**config.mk**
```make
export PLATFORM = sky130hd
export DESIGN_NAME = alu_seq_unit
export DESIGN_NICKNAME = d
export VERILOG_FILES = /design/src/rtl/alu_seq_unit.sv
export SDC_FILE = /design/constraint.sdc
export NUM_CORES = 1
export LEC_CHECK = 0
export BUFFER_PORTS_ARGS = -buffer_cell sky130_fd_sc_hd__buf_4
export CAP_MARGIN = 20
export CORE_ASPECT_RATIO = 0.7
export CORE_MARGIN = 2
export CORE_UTILIZATION = 45
export DETAILED_ROUTE_END_ITERATION = 12
export PLACE_DENSITY = 0.74
export SYNTH_ARGS = -nofsm -noshare
export SYNTH_HDL_FRONTEND = slang
export SYNTH_SLANG_ARGS = --single-unit
```
**constraint.sdc**
```tcl
create_clock -name clk -period 3.7 [get_ports clk]
set_input_delay 0.74 -clock clk [delete_from_list [all_inputs] [get_ports clk]]
set_output_delay 0.74 -clock clk [all_outputs]
set_load 0.01 [all_outputs]
```
**src/rtl/alu_seq_unit.sv**
```systemverilog
// rtl/alu_seq_unit.sv - registered ALU with aluop/funct decode and iterative shifts
// Optional feature macro: ALU_SEQ_SRL_EN (adds funct 000110 -> logical shift right, gout 111)
module alu_seq_unit #(
  parameter int WIDTH   = 16,
  parameter int SHAMT_W = 4
) (
  input  logic             clk,
  input  logic             reset,
  input  logic             start,
  input  logic [1:0]       aluop,
  input  logic [5:0]       funct,
  input  logic [WIDTH-1:0] a,
  input  logic [WIDTH-1:0] b,
  output logic             busy,
  output logic             done,
  output logic [WIDTH-1:0] result,
  output logic             zero,
  output logic [2:0]       gout
);

  localparam logic [2:0] OP_ADD  = 3'b010;
  localparam logic [2:0] OP_SUB  = 3'b110;
  localparam logic [2:0] OP_OR   = 3'b001;
  localparam logic [2:0] OP_NAND = 3'b100;
  localparam logic [2:0] OP_SLL  = 3'b101;
`ifdef ALU_SEQ_SRL_EN
  localparam logic [2:0] OP_SRL  = 3'b111;
`endif

  typedef enum logic [1:0] {
    ST_IDLE  = 2'd0,
    ST_EXEC  = 2'd1,
    ST_SHIFT = 2'd2
  } state_t;

  state_t             state_q;
  logic [WIDTH-1:0]   opa_q;    // operand A; doubles as the shift accumulator
  logic [WIDTH-1:0]   opb_q;
  logic [SHAMT_W-1:0] cnt_q;
  logic [WIDTH-1:0]   result_q;
  logic               zero_q;
  logic               done_q;
  logic               busy_q;
  logic [2:0]         gout_q;

  logic [2:0]         gout_d;
  logic [WIDTH-1:0]   opb_d;
  logic               shift_d;
  logic [WIDTH-1:0]   exec_res;

  // Decode aluop/funct into the control code; aluop takes priority over funct
  always_comb begin
    gout_d  = OP_ADD;
    opb_d   = b;
    shift_d = 1'b0;
    if (aluop == 2'b00) begin
      gout_d = OP_ADD;
    end else if (aluop[0]) begin
      gout_d = OP_SUB;
    end else begin
      case (funct)
        6'b000001: begin
          gout_d  = OP_SLL;
          shift_d = 1'b1;
        end
        6'b000010: opb_d  = '0;       // move is an add with B forced to zero
        6'b000011: gout_d = OP_NAND;
        6'b000100: gout_d = OP_OR;
`ifdef ALU_SEQ_SRL_EN
        6'b000110: begin
          gout_d  = OP_SRL;
          shift_d = 1'b1;
        end
`endif
        default:   gout_d = OP_ADD;
      endcase
    end
  end

  // Single-cycle datapath working on the latched operands
  always_comb begin
    exec_res = opa_q + opb_q;
    case (gout_q)
      OP_SUB:  exec_res = opa_q - opb_q;
      OP_NAND: exec_res = ~(opa_q & opb_q);
      OP_OR:   exec_res = opa_q | opb_q;
      default: exec_res = opa_q + opb_q;
    endcase
  end

  // Control FSM with registered outputs; start is only honoured in IDLE
  always_ff @(posedge clk) begin
    if (reset) begin
      state_q  <= ST_IDLE;
      opa_q    <= '0;
      opb_q    <= '0;
      cnt_q    <= '0;
      result_q <= '0;
      zero_q   <= 1'b0;
      done_q   <= 1'b0;
      busy_q   <= 1'b0;
      gout_q   <= OP_ADD;
    end else begin
      done_q <= 1'b0;
      case (state_q)
        ST_IDLE: begin
          if (start) begin
            opa_q   <= a;
            opb_q   <= opb_d;
            gout_q  <= gout_d;
            cnt_q   <= b[SHAMT_W-1:0];
            busy_q  <= 1'b1;
            state_q <= shift_d ? ST_SHIFT : ST_EXEC;
          end
        end
        ST_EXEC: begin
          result_q <= exec_res;
          zero_q   <= (exec_res == '0);
          done_q   <= 1'b1;
          busy_q   <= 1'b0;
          state_q  <= ST_IDLE;
        end
        ST_SHIFT: begin
          if (cnt_q == '0) begin
            result_q <= opa_q;
            zero_q   <= (opa_q == '0);
            done_q   <= 1'b1;
            busy_q   <= 1'b0;
            state_q  <= ST_IDLE;
          end else begin
`ifdef ALU_SEQ_SRL_EN
            if (gout_q == OP_SRL) opa_q <= opa_q >> 1;
            else                  opa_q <= opa_q << 1;
`else
            opa_q <= opa_q << 1;
`endif
            cnt_q <= cnt_q - SHAMT_W'(1);
          end
        end
        default: begin
          busy_q  <= 1'b0;
          state_q <= ST_IDLE;
        end
      endcase
    end
  end

  assign busy   = busy_q;
  assign done   = done_q;
  assign result = result_q;
  assign zero   = zero_q;
  assign gout   = gout_q;

endmodule
```
# Word-level counts from Yosys, hierarchy flattened
# Cells that the tools add are included.
[word_totals] register_bits=60 wordCells=67 output_inout_bits=22 input_bits=43
[classes] reduce_logical=11 add_sub_neg=3 muxes=29 eq_ne=12 n_bitwise=3
[op_table] op="$mux 16" count=6
[op_table] op="$pmux 16 s2" count=2
[op_table] op="$pmux 16 s3" count=1
[op_table] op="$logic_not 16->1" count=2
[op_table] op="$add 16x16->16" count=1
[op_table] op="$and 16x16->16" count=1
[op_table] op="$not 16->16" count=1
[op_table] op="$or 16x16->16" count=1
[op_table] op="$sub 16x16->16" count=1
[op_table] op="$eq 6x2->1 const B" count=2
[op_table] op="$pmux 3 s3" count=1
[op_table] op="$mux 4" count=2
[op_table] op="$pmux 4 s2" count=1
[op_table] op="$mux 1" count=7
[op_table] op="$eq 3x3->1 const B" count=2
[op_table] op="$eq 6x1->1 const B" count=1
[op_table] op="$eq 6x3->1 const B" count=1
[op_table] op="$mux 2" count=3
[op_table] op="$mux 3" count=2
[op_table] op="$ne 2x2->1 const B" count=3
[op_table] op="$pmux 1 s2" count=3
[op_table] op="$reduce_and 2->1" count=3
[op_table] op="$logic_not 2->1" count=2
[op_table] op="$logic_not 4->1" count=1
[op_table] op="7 further kinds" count=8

# Logic depth before layout (Yosys ltp)
# Gate-level depths: netlist of the first run.
[depth] depth_word=7 depth_mapped=17 depth_no_buf=16

# Worst setup path before layout of the first run
# No wires, ideal clock.
[synth_timing] kind="register to register" startpoint="reg opb_q[0]" endpoint="reg zero_q, in the netlist zero" period_less_slack_ns=3.122 setup_ns=0.059 slack_ns=0.578 required_time_ns=3.641 stages_incl_launch_ff=18 arrival_ns=3.063 path_cell_list="dfxtp_1 inv_1 ha_1 nand2_1 o31ai_1 o21a_1 xor2_1 ha_1 clkbuf_1 a21oi_1 o21ai_1 a41o_1 nor2_1 xnor2_1 o21ai_0 o21ai_0 nor4b_2 a41o_1"
[synth_between] elab_chain_len=5 word_cells_on_any_way=8 cone_classes="add/sub: 2; mux: 2; bitwise: 3; reduce/logical: 1"
[synth_rtl] item="from (decl)" line="38" source="logic [WIDTH-1:0] opb_q;"
[synth_rtl] item="from (signal assigned)" line="109" source="opb_q <= opb_d;"
[synth_rtl] item="parallel branches: the longest is 2 deep, another holds $add 16x16->16"
[synth_rtl] item="$pmux 16 s3 (*)" line="83" source="case (gout_q)"
[synth_rtl] item="$logic_not 16->1 (*)" line="118" source="zero_q <= (exec_res == '0);"
[synth_rtl] item="$pmux 1 s2 (*)" line="105" source="case (state_q)"
[synth_rtl] item="to (signal assigned)" line="118"
[synth_rtl] item="to (signal assigned)" line="126" source="zero_q <= (opa_q == '0);"
[synth_rtl] item="to (decl)" line="41" source="logic zero_q;"
# Mark *: on every way between the ends.
# A chain may end at the register's enable or synchronous reset.

# Worst setup path after layout of the first run
[layout_timing] startpoint="reg gout_q[0], in the netlist gout[0]" endpoint="reg zero_q, in the netlist zero"
[layout_between] elab_chain_len=4 word_cells_on_any_way=6 cone_classes="eq/ne: 3; mux: 2; reduce/logical: 1"
[layout_rtl] item="from (decl)" line="44" source="logic [2:0] gout_q;"
[layout_rtl] item="from (signal assigned)" line="110" source="gout_q <= gout_d;"
[layout_rtl] item="$eq 3x1->1 or $eq 3x3->1 (tied branches)" line="83"
[layout_rtl] item="$pmux 16 s3 (*)" line="83"
[layout_rtl] item="$logic_not 16->1 (*)" line="118"
[layout_rtl] item="$pmux 1 s2 (*)" line="105"
# Every way passes the cells marked *; elsewhere a longest branch is shown, timed or not.

==> results of run 1 <==
## worst max-delay path: stages, from the launching register on
cell      delay (ps)
dfxtp_1          410
nand3b_1         330
o31ai_1          180
xor2_1           170
ha_1             380
and4_1           240
o21ai_1          120
nand3_1          150
a31o_1           260
a311oi_1         360
xor2_1           330
or2_1            160
nand3_1           60
a41o_1           180
## how the worst max path moves through the flow
stage / endpoint / slack, ps / start / cells after the start
3_3_place_gp: zero / 260 / opb_q[0] / 16
5_1_grt: result[15] / -8 / opb_q[0] / 16
2_1_floorplan: zero / 580 / opb_q[0] / 17
6_report: zero / 240 / gout[0] / 13
3_5_place_dp: zero / 150 / opb_q[0] / 16
4_1_cts: zero / 140 / opb_q[0] / 16
## final cells by class
cell class / count / area, um^2
Clock inverter: 7 / 50.05
Fill cell: 867 / 3999
Multi-Input combinational cell: 423 / 2719
Tap cell: 124 / 155.1
Sequential cell: 60 / 1201
Inverter: 19 / 71.32
Clock buffer: 9 / 225.2
Timing Repair Buffer: 77 / 578.1
## layer usage
| layer | up-vias | part of all wire | track usage |
|---|---|---|---|
| met1 | 2049 | 0.47 | 0.3843 |
| met2 | 241 | 0.41 | 0.3767 |
| met3 | 28 | 0.098 | 0.04891 |
| li1 | 2095 | - | - |
| met5 | - | 0 | 0 |
| met4 | 0 | 0.024 | 0.08874 |
## registers in the layout, summed over array words and instances (netlist names)
register,count
opa_q,16
opb_q,16
result,16
cnt_q,4
gout,3
state_q,2
busy,1
done,1
zero,1
## synthesized netlist by cell type (all sizes together), types with 5 or more instances
cell type  count
a311oi         5
nor2b          7
nand2         26
a21oi         42
buf            8
inv           19
o31ai          5
a31oi         19
mux2i         16
xor2           8
o21ai         41
clkbuf        32
nor3          28
nor2          73
nor4           8
nand3          9
a22oi         17
ha            22
xnor2         17
dfxtp         60
a211oi        22
## power breakdown
group	switching [mW]	internal [mW]	leakage, nW
Clock	0.341	0.455	0.128
Combinational	0.501	0.382	1.42
Sequential	0.0803	0.702	0.495
## timing repair
item | CTS | global route
endpoints found under the setup margin | 0 | 5
resized for setup | 0 | 4
buffers inserted | 0 | 0
endpoints found under the hold margin | 0 | 0
## per-stage QoR
stage                 util  cells  setup WS [ps]  instance area, um^2
global route        0.5556    719         -7.843                 5000
floorplan                -    542          577.8                 4134
CTS                 0.5541    719          138.7                 4986
global placement    0.5235    703          259.9                 4711
finish              0.5556    719          240.1                 5000
detailed placement  0.5235    703          153.2                 4711
## kinds of logic (layout without fill, tap and decap cells)
logic type | after synthesis | after routing | synth area share
xor+xnor | 25 | 25 | 0.05297
fa+ha+maj | 23 | 23 | 0.07143
flops | 60 | 60 | 0.2906
compound gates | 177 | 177 | 0.2748
buf+inv | 59 | 112 | 0.05629
mux | 16 | 16 | 0.03874
simple gates | 182 | 182 | 0.2152
==> results.md, run 1 <==
* Status: finished clean
* Die area at 9982 um^2
* Final antenna diode count at 0
* Max Fanout on Critical Path at 7
* Worst-Margin Slew at 992.4 ps
* P&R area growth vs syn at 20.94%
* Mapped Area at just over 4000 um^2
* Initial core utilization at 0.4594
* Slew margin rel. at 0.3353
* R2R cell count at 13
* Final hold slack at slightly below 500 ps
* EDFF count, synth at 0
* Yosys cell types at 60
* Vias after detailed routing at 4,413
* IO Pins at 65
* Worst Hold Depth at 2
* DRC Markers at 0
* Synthesized area per cell at 7.627 um^2
* Ys flop type: dfxtp_1
* Fin. max-slew vios at 0
* Largest net degree at the start of global routing at 63
* Core Box Area at 8999 um^2
* Post-synthesis sequential area ratio at 0.2906
* Worst skew pair latency at 330 ps
* Reg-to-Reg Start: gout[0]
* Row cnt at 29
* Total Wirelength at 12,920 um
* Leading cell types in the layout, fill and taps excluded: buf_4, nor2_1, dfxtp_1
* CP Launch Type: register
* R2r endpoint: zero
* Maximum buffer depth of the clock tree at 2
* Die Ht at 84.19 um
* Syn Inst Count at 542
* GRT Util Overall at 0.2596
* Largest cells by area after synthesis: dfxtp_1, ha_1, nor2_1
* CTS tree: yes
* ANT nets after route at 0
* GRT overflow at 0
* Min-delay worst type: register to register
* Setup Viol. Count Final at 0
* Warnings, synthesis at 0
* Share of cells above drive strength 1 at 0.1748
* Synth top area share at 0.2906
* Clock-pin slew on the worst setup and hold paths at roughly 60 ps
* Number of max-cap violations at 0
* Vias in the first global route at 4,053
* Cts hold-fix bufs at 0
* Period utilization at 0.9351
* Commonest non-fill, non-tap cell in the layout: buf_4
* Fmax at 0.2890 GHz
* R2r setup slk at 240 ps
* Initial antenna violation count at 0
* DR WL/cell at between 15 and 20 um
* Crit path time final at 3460 ps
* Layout Skew at roughly 5.4 ps
* Dpl hpwl at 9444 um
* Nets at 656
* Max VDD drop at 263.2 uV
* Detailed Routing Iterations Pass 1 at 5
* Post-route setup TNS at 0 ps
* Crit. End Element: register
* Cell taking the most area after synthesis: dfxtp_1
* 1st-iter DRT viols at ~360
* Clock root buffer: clkbuf_16
* Share of async-settable or async-resettable flops after synthesis at 0
* Power density over the cells at 492.3 nW/um^2
* Hold worst-path end: result[11]
* # clock sinks at 60
* Cts bufs inserted at 9
* FF+latch count, synth at 60
* RSZ-0062 raised after global routing: yes
* Leakage Power at 2.043 nW
* Via density per instance at 6.138
* PnR Total Power at 2.462 mW
* Syn nets at 608
* Port bufs at 64
* Routability Congestion at between 0.9 and 1
* Worst hold start: result[11]
* H-tree lvl count at 3
* Setup Crit Path Kind: register to register
* Critical Path AT at 3680 ps
* Global-route wire length before repair at around 21,000 um
* Die width at 118.6 um
* Req. time, crit path at 3920 ps
* Final Hold Viols at 0
Power figures use the tool's default switching activity.
==> run 2, diff against run 1 <==
--- a/config.mk
+++ b/config.mk
@@ -11,7 +11,8 @@
 export CORE_MARGIN = 2
 export CORE_UTILIZATION = 45
 export DETAILED_ROUTE_END_ITERATION = 12
-export PLACE_DENSITY = 0.74
+export PLACE_DENSITY = 0.66
+export SLEW_MARGIN = 20
 export SYNTH_ARGS = -nofsm -noshare
 export SYNTH_HDL_FRONTEND = slang
 export SYNTH_SLANG_ARGS = --single-unit
==> run 2 against run 1 <==
Combinational power barely moved. Sequential power barely moved. First-iteration DRC count fell by 21%. Fmax fell by 3.2%. Sequential share of layout area fell by 0.12 points. Register-to-register slack got worse by 120 ps. Critical endpoint unchanged. Largest cell class unchanged.
==> results.md, run 2 (synthesis results as in run 1) <==
* Status: finished clean
* Die Ht at 84.19 um
* 1st-iter DRT viols at 288
* Routability Congestion at 0.9387
* Largest net degree at the start of global routing at 63
* Dpl hpwl at 9213 um
* GRT Util Overall at 0.2658
* Via density per instance at 5.935
* DRC Markers at 0
* Switch share at 0.3760
* Clock-pin slew on the worst setup and hold paths at around 60 ps
* Worst-Margin Slew at 782.5 ps
* Port bufs at 64
* Fmax at 0.2797 GHz
* Setup Crit Path Kind: register to register
* Comb pwr share at 0.357
* Nets at 657
* Final Hold Viols at 0
* Critical Path AT at 3860 ps
* Min-delay worst type: register to register
* P_int at ~1.5 mW
* GRT overflow at 0
* Dpl ws at 16.85 ps
* Crit path time final at 3575 ps
* Core Box Area at roughly 9000 um^2
* # fillers at 880
* Die area at ~10000 um^2
* Placed Cells at 704
* H-tree lvl count at 3
* Crit. End Element: register
* Final hold slack at ~480 ps
* Commonest non-fill, non-tap cell in the layout: buf_4
* Vias in the first global route at 4,043
* # clock sinks at 60
* Total Wirelength at 12,910 um
* Final antenna diode count at 0
* Fin. max-slew vios at 0
* Die width at 118.6 um
* Final WS setup at about 120 ps
* Setup Viol. Count Final at 0
* Period utilization at 0.9663
* Number of max-cap violations at 0
* Req. time, crit path at approximately 4000 ps
* Power density over the cells at just under 500 nW/um^2
* Row cnt at 29
* Max Fanout on Critical Path at 8
* Slew margin rel. at 0.4771
* Layout Skew at about 7.2 ps
* Maximum buffer depth of the clock tree at 2
* Vias after detailed routing at 4,273
* Clock root buffer: clkbuf_16
* P&R area growth vs syn at 21.55%
* Leading cell types in the layout, fill and taps excluded: buf_4, nor2_1, dfxtp_1
* ANT nets after route at 0
* Clock power share at 0.327
* Finished Layout Cells at 720
* DR WL/cell at 17.94 um
* Switching power at 932.4 uW
* Max VDD drop at 260.6 uV
* Detailed Routing Iterations Pass 1 at 4
* IO Pins at 65
* Cts bufs inserted at 9
* Share of cells above drive strength 1 at 0.1812
* CTS tree: yes
* Leakage Power at between 2 and 2.5 nW
* Global-route wire length before repair at 21,040 um
* Initial antenna violation count at 0
* Worst skew pair latency at 340 ps
* CP Launch Type: register
* Initial core utilization at 0.4594
* Post-CTS repair timing setup buffer count at 0
* Power share of the sequential group at 0.316
==> run 2: metal layers <==
metal,vias to the layer above,global-route usage,part of all wire
met3,23,0.05910,0.095
met2,175,0.3845,0.41
met4,0,0.07900,0.017
met5,-,0,0
met1,1991,0.3932,0.48
li1,2084,-,-
==> run 2: worst max-delay path: stages, from the launching register on <==
cell     delay (ps)
dfxtp_1         360
inv_1           110
ha_1            190
nand2_1         100
o31ai_4         260
o21a_1          240
xor2_1          200
ha_2            360
a21oi_1         240
o21ai_2         130
a41o_1          230
nor2_2          170
xnor2_1          90
o21ai_0         210
o21ai_0         130
nor4b_2         280
a41o_1          200
==> run 2: final cells by class <==
cell class	count	area, um^2	share of cell area
inverters	19	71.32	0.01419
repair buffers	78	585.6	0.1165
well taps	124	155.1	0.03088
multi-input cells	423	2728	0.5428
flip-flops and latches	60	1201	0.2390
clock buffers	9	225.2	0.04482
clock inverters	7	58.81	0.01170
==> run 2: metrics by stage <==
step	power [mW]	instance area (um^2)	utilization	TNS, ps
2_1_floorplan	1.395	4134	-	0
3_3_place_gp	1.636	4718	0.5243	0
3_5_place_dp	1.646	4718	0.5243	0
4_1_cts	2.460	5007	0.5565	0
5_1_grt	2.616	5025	0.5584	-43.87
6_report	2.480	5025	0.5584	0
==> run 2: worst paths after layout <==
check	start	slack, ps	depth (start not counted)	end
setup / recovery	opb_q[0]	120	16	zero
hold / removal	result[11]	480	2	result[11]
setup reg to reg	opb_q[0]	120	16	zero
hold reg to reg	result[11]	480	2	result[11]
==> run 2: repair_timing <==
| item | in CTS | in global routing |
|---|---|---|
| resized for setup | 1 | 4 |
| hold buffers | 0 | 0 |
| setup endpoints to repair | 1 | 4 |
| hold endpoints to repair | 0 | 0 |
| pin swaps | 0 | 2 |
==> run 2: power by group through the flow <==
| stage | combinational [mW] | clock, mW | sequential (mW) |
|---|---|---|---|
| finish | 0.886 | 0.812 | 0.783 |
| global route | 0.976 | 0.849 | 0.790 |
| CTS | 0.862 | 0.819 | 0.779 |
| detailed placement | 0.854 | 0 | 0.792 |
| global placement | 0.845 | 0 | 0.792 |
| floorplan | 0.625 | 0 | 0.770 |
==> run 3, diff against run 2 <==
--- a/config.mk
+++ b/config.mk
@@ -11,6 +11,7 @@
 export CORE_MARGIN = 2
 export CORE_UTILIZATION = 45
 export DETAILED_ROUTE_END_ITERATION = 12
+export GPL_TIMING_DRIVEN = 0
 export PLACE_DENSITY = 0.66
 export SLEW_MARGIN = 20
 export SYNTH_ARGS = -nofsm -noshare
==> run 3 against run 2 <==
Via count grew 4.8%. Sequential power decreased by 1%. Combinational power grew 6.2%. Worst hold slack worse by 5.8 ps. Global-route usage increased by 1.9 points. Count of clock-buffer cells in the layout grew 2. First-iteration DRC count is 80% higher. Setup slack improved by 9.7 ps. Utilization is 1.3 points higher. Total power rose by 7.9%. Final cell count is 3.3% higher. Largest power group is now clock. Highest routed layer unchanged.
==> results.md, run 3 (synthesis results as in run 1) <==
* Fmax at between 0.2 and 0.3 GHz
* # fillers at 898
* Initial antenna violation count at 0
* Critical Path AT at 3780 ps
* Worst skew pair latency at 330 ps
* Core Box Area at 8999 um^2
* Die area at 9982 um^2
* GRT Util Overall at 0.2851
* Final Hold Viols at 0
* Leakage Power at 2.083 nW
* H-tree lvl count at 3
* Row cnt at 29
* Status: finished clean
* Via density per instance at 6.017
* ANT nets after route at 0
* Reg-to-Reg Start: opb_q[0]
* Number of max-cap violations at 0
* Max VDD drop at 253.5 uV
* Max Fanout on Critical Path at 7
* Crit path time final at 3566 ps
* Routability Congestion at 0.9191
* Clock-pin slew on the worst setup and hold paths at 60 ps
* Power density over the cells at around 520 nW/um^2
* RSZ-0062 raised after global routing: yes
* Largest net degree at the start of global routing at 11
* Nets at 681
* Dpl ws at -96.84 ps
* Fin. max-slew vios at 0
* # clock sinks at 60
* Hold worst-path end: result[11]
* Finished Layout Cells at 744
* Die Ht at 84.19 um
* Port bufs at 63
* Req. time, crit path at 3920 ps
* Crit. End Element: register
* Layout Skew at ~8 ps
* Cts bufs inserted at 9
* Area of the multi-input gates at 2738 um^2
* CTS tree: yes
* Total Wirelength at approximately 14,000 um
* Cts hold-fix bufs at 0
* R2R cell count at 16
* Commonest non-fill, non-tap cell in the layout: nor2_1
* R2r endpoint: zero
* Global-route wire length before repair at 22,290 um
* 1st-iter DRT viols at 518
* Detailed Routing Iterations Pass 1 at 5
* Seq. cell area at ~1200 um^2
* DR WL/cell at 19.04 um
* Dpl hpwl at 10,600 um
* Vias in the first global route at about 4,200
* Final WS setup at between 100 and 150 ps
* CP Launch Type: register
* Share of cells above drive strength 1 at 0.1548
* Clock root buffer: clkbuf_16
* IO Pins at 65
* Slew margin rel. at 0.3571
* Die width at between 100 and 150 um
* Setup Viol. Count Final at 0
* P&R area growth vs syn at 24.46%
* Leading cell types in the layout, fill and taps excluded: nor2_1, buf_4, dfxtp_1
* Placed cell areas at 4762 um^2
* Initial core utilization at 0.4594
* Final antenna diode count at 0
* Fin area at 5145 um^2
* Placed Cells at around 730
* R2r setup slk at around 130 ps
* Worst Hold Depth at 2
* Setup Crit Path Kind: register to register
* Maximum buffer depth of the clock tree at 2
* Vias after detailed routing at 4,477
* Worst-Margin Slew at 962.3 ps
* GRT overflow at 0
* Period utilization at 0.9637
* DRC Markers at 0
* Worst hold start: result[11]
* Min-delay worst type: register to register
run 3: cell count changes in the layout (fill, tap and decap cells not counted), moves of 3 or more:
| cell | change |
|---|---|
| clkbuf_1 | +32 |
| buf_4 | -15 |
| buf_1 | +4 |
| clkinvlp_4 | -4 |
| buf_2 | +3 |
| bufinv_16 | +3 |
run 3: worst max path at each step:
stage,start,to,slack (ps)
2_1_floorplan,opb_q[0],zero,580
3_3_place_gp,opb_q[0],zero,-120
3_5_place_dp,opb_q[0],zero,-100
4_1_cts,gout[1],zero,2
5_1_grt,opb_q[0],zero,-10
6_report,opb_q[0],zero,130
run 3: final cells by class:
type	count	area share
multi-input combinational	423	0.5321
sequential	60	0.2335
timing repair buffer	64	0.09582
clock buffer	11	0.04523
tap	124	0.03016
buffer	38	0.02991
clock inverter	5	0.01946
inverter	19	0.01386
run 3: where the power goes:
part	leakage [nW]	internal (mW)	switching (mW)
registers	0.495	0.702	0.0710
logic	1.42	0.385	0.557
clock network	0.163	0.656	0.305
total	2.08	1.74	0.932
run 3: metrics by stage:
step	util	power [mW]	setup TNS (ps)	hold slack, ps
2_1_floorplan	-	1.395	0	462.5
3_3_place_gp	0.5292	1.652	-192.3	460.4
3_5_place_dp	0.5292	1.673	-190.8	460.6
4_1_cts	0.5673	2.635	0	469.5
5_1_grt	0.5717	2.800	-13.89	496.1
6_report	0.5717	2.675	0	473.2
run 3: critical path, cell delays in order, from the launching register on:
cell and delay (ps):
dfxtp_1 360, inv_1 110, ha_1 200, nand2_1 100, o31ai_4 270, o21a_1 270, nand2_1 90, xnor2_1 140
ha_1 380, a21o_1 210, a21oi_1 170, o21ai_0 110, a311oi_2 320, xor2_1 320, or2_1 160, nand3_1 70
a41o_1 190
run 3: repair_timing:
item / CTS / global route
buffers inserted: 0 / 1
pin swaps: 0 / 1
gates resized for setup: 2 / 7
endpoints found under the setup margin: 4 / 8
run 3: metal layers:
layer / wire [um] / global-route usage / part of all wire
met2: 6005 / 0.4242 / 0.42
met5: 0 / 0 / 0
met3: 1441 / 0.06997 / 0.10
met1: 6561 / 0.4166 / 0.46
met4: 159 / 0.06385 / 0.011
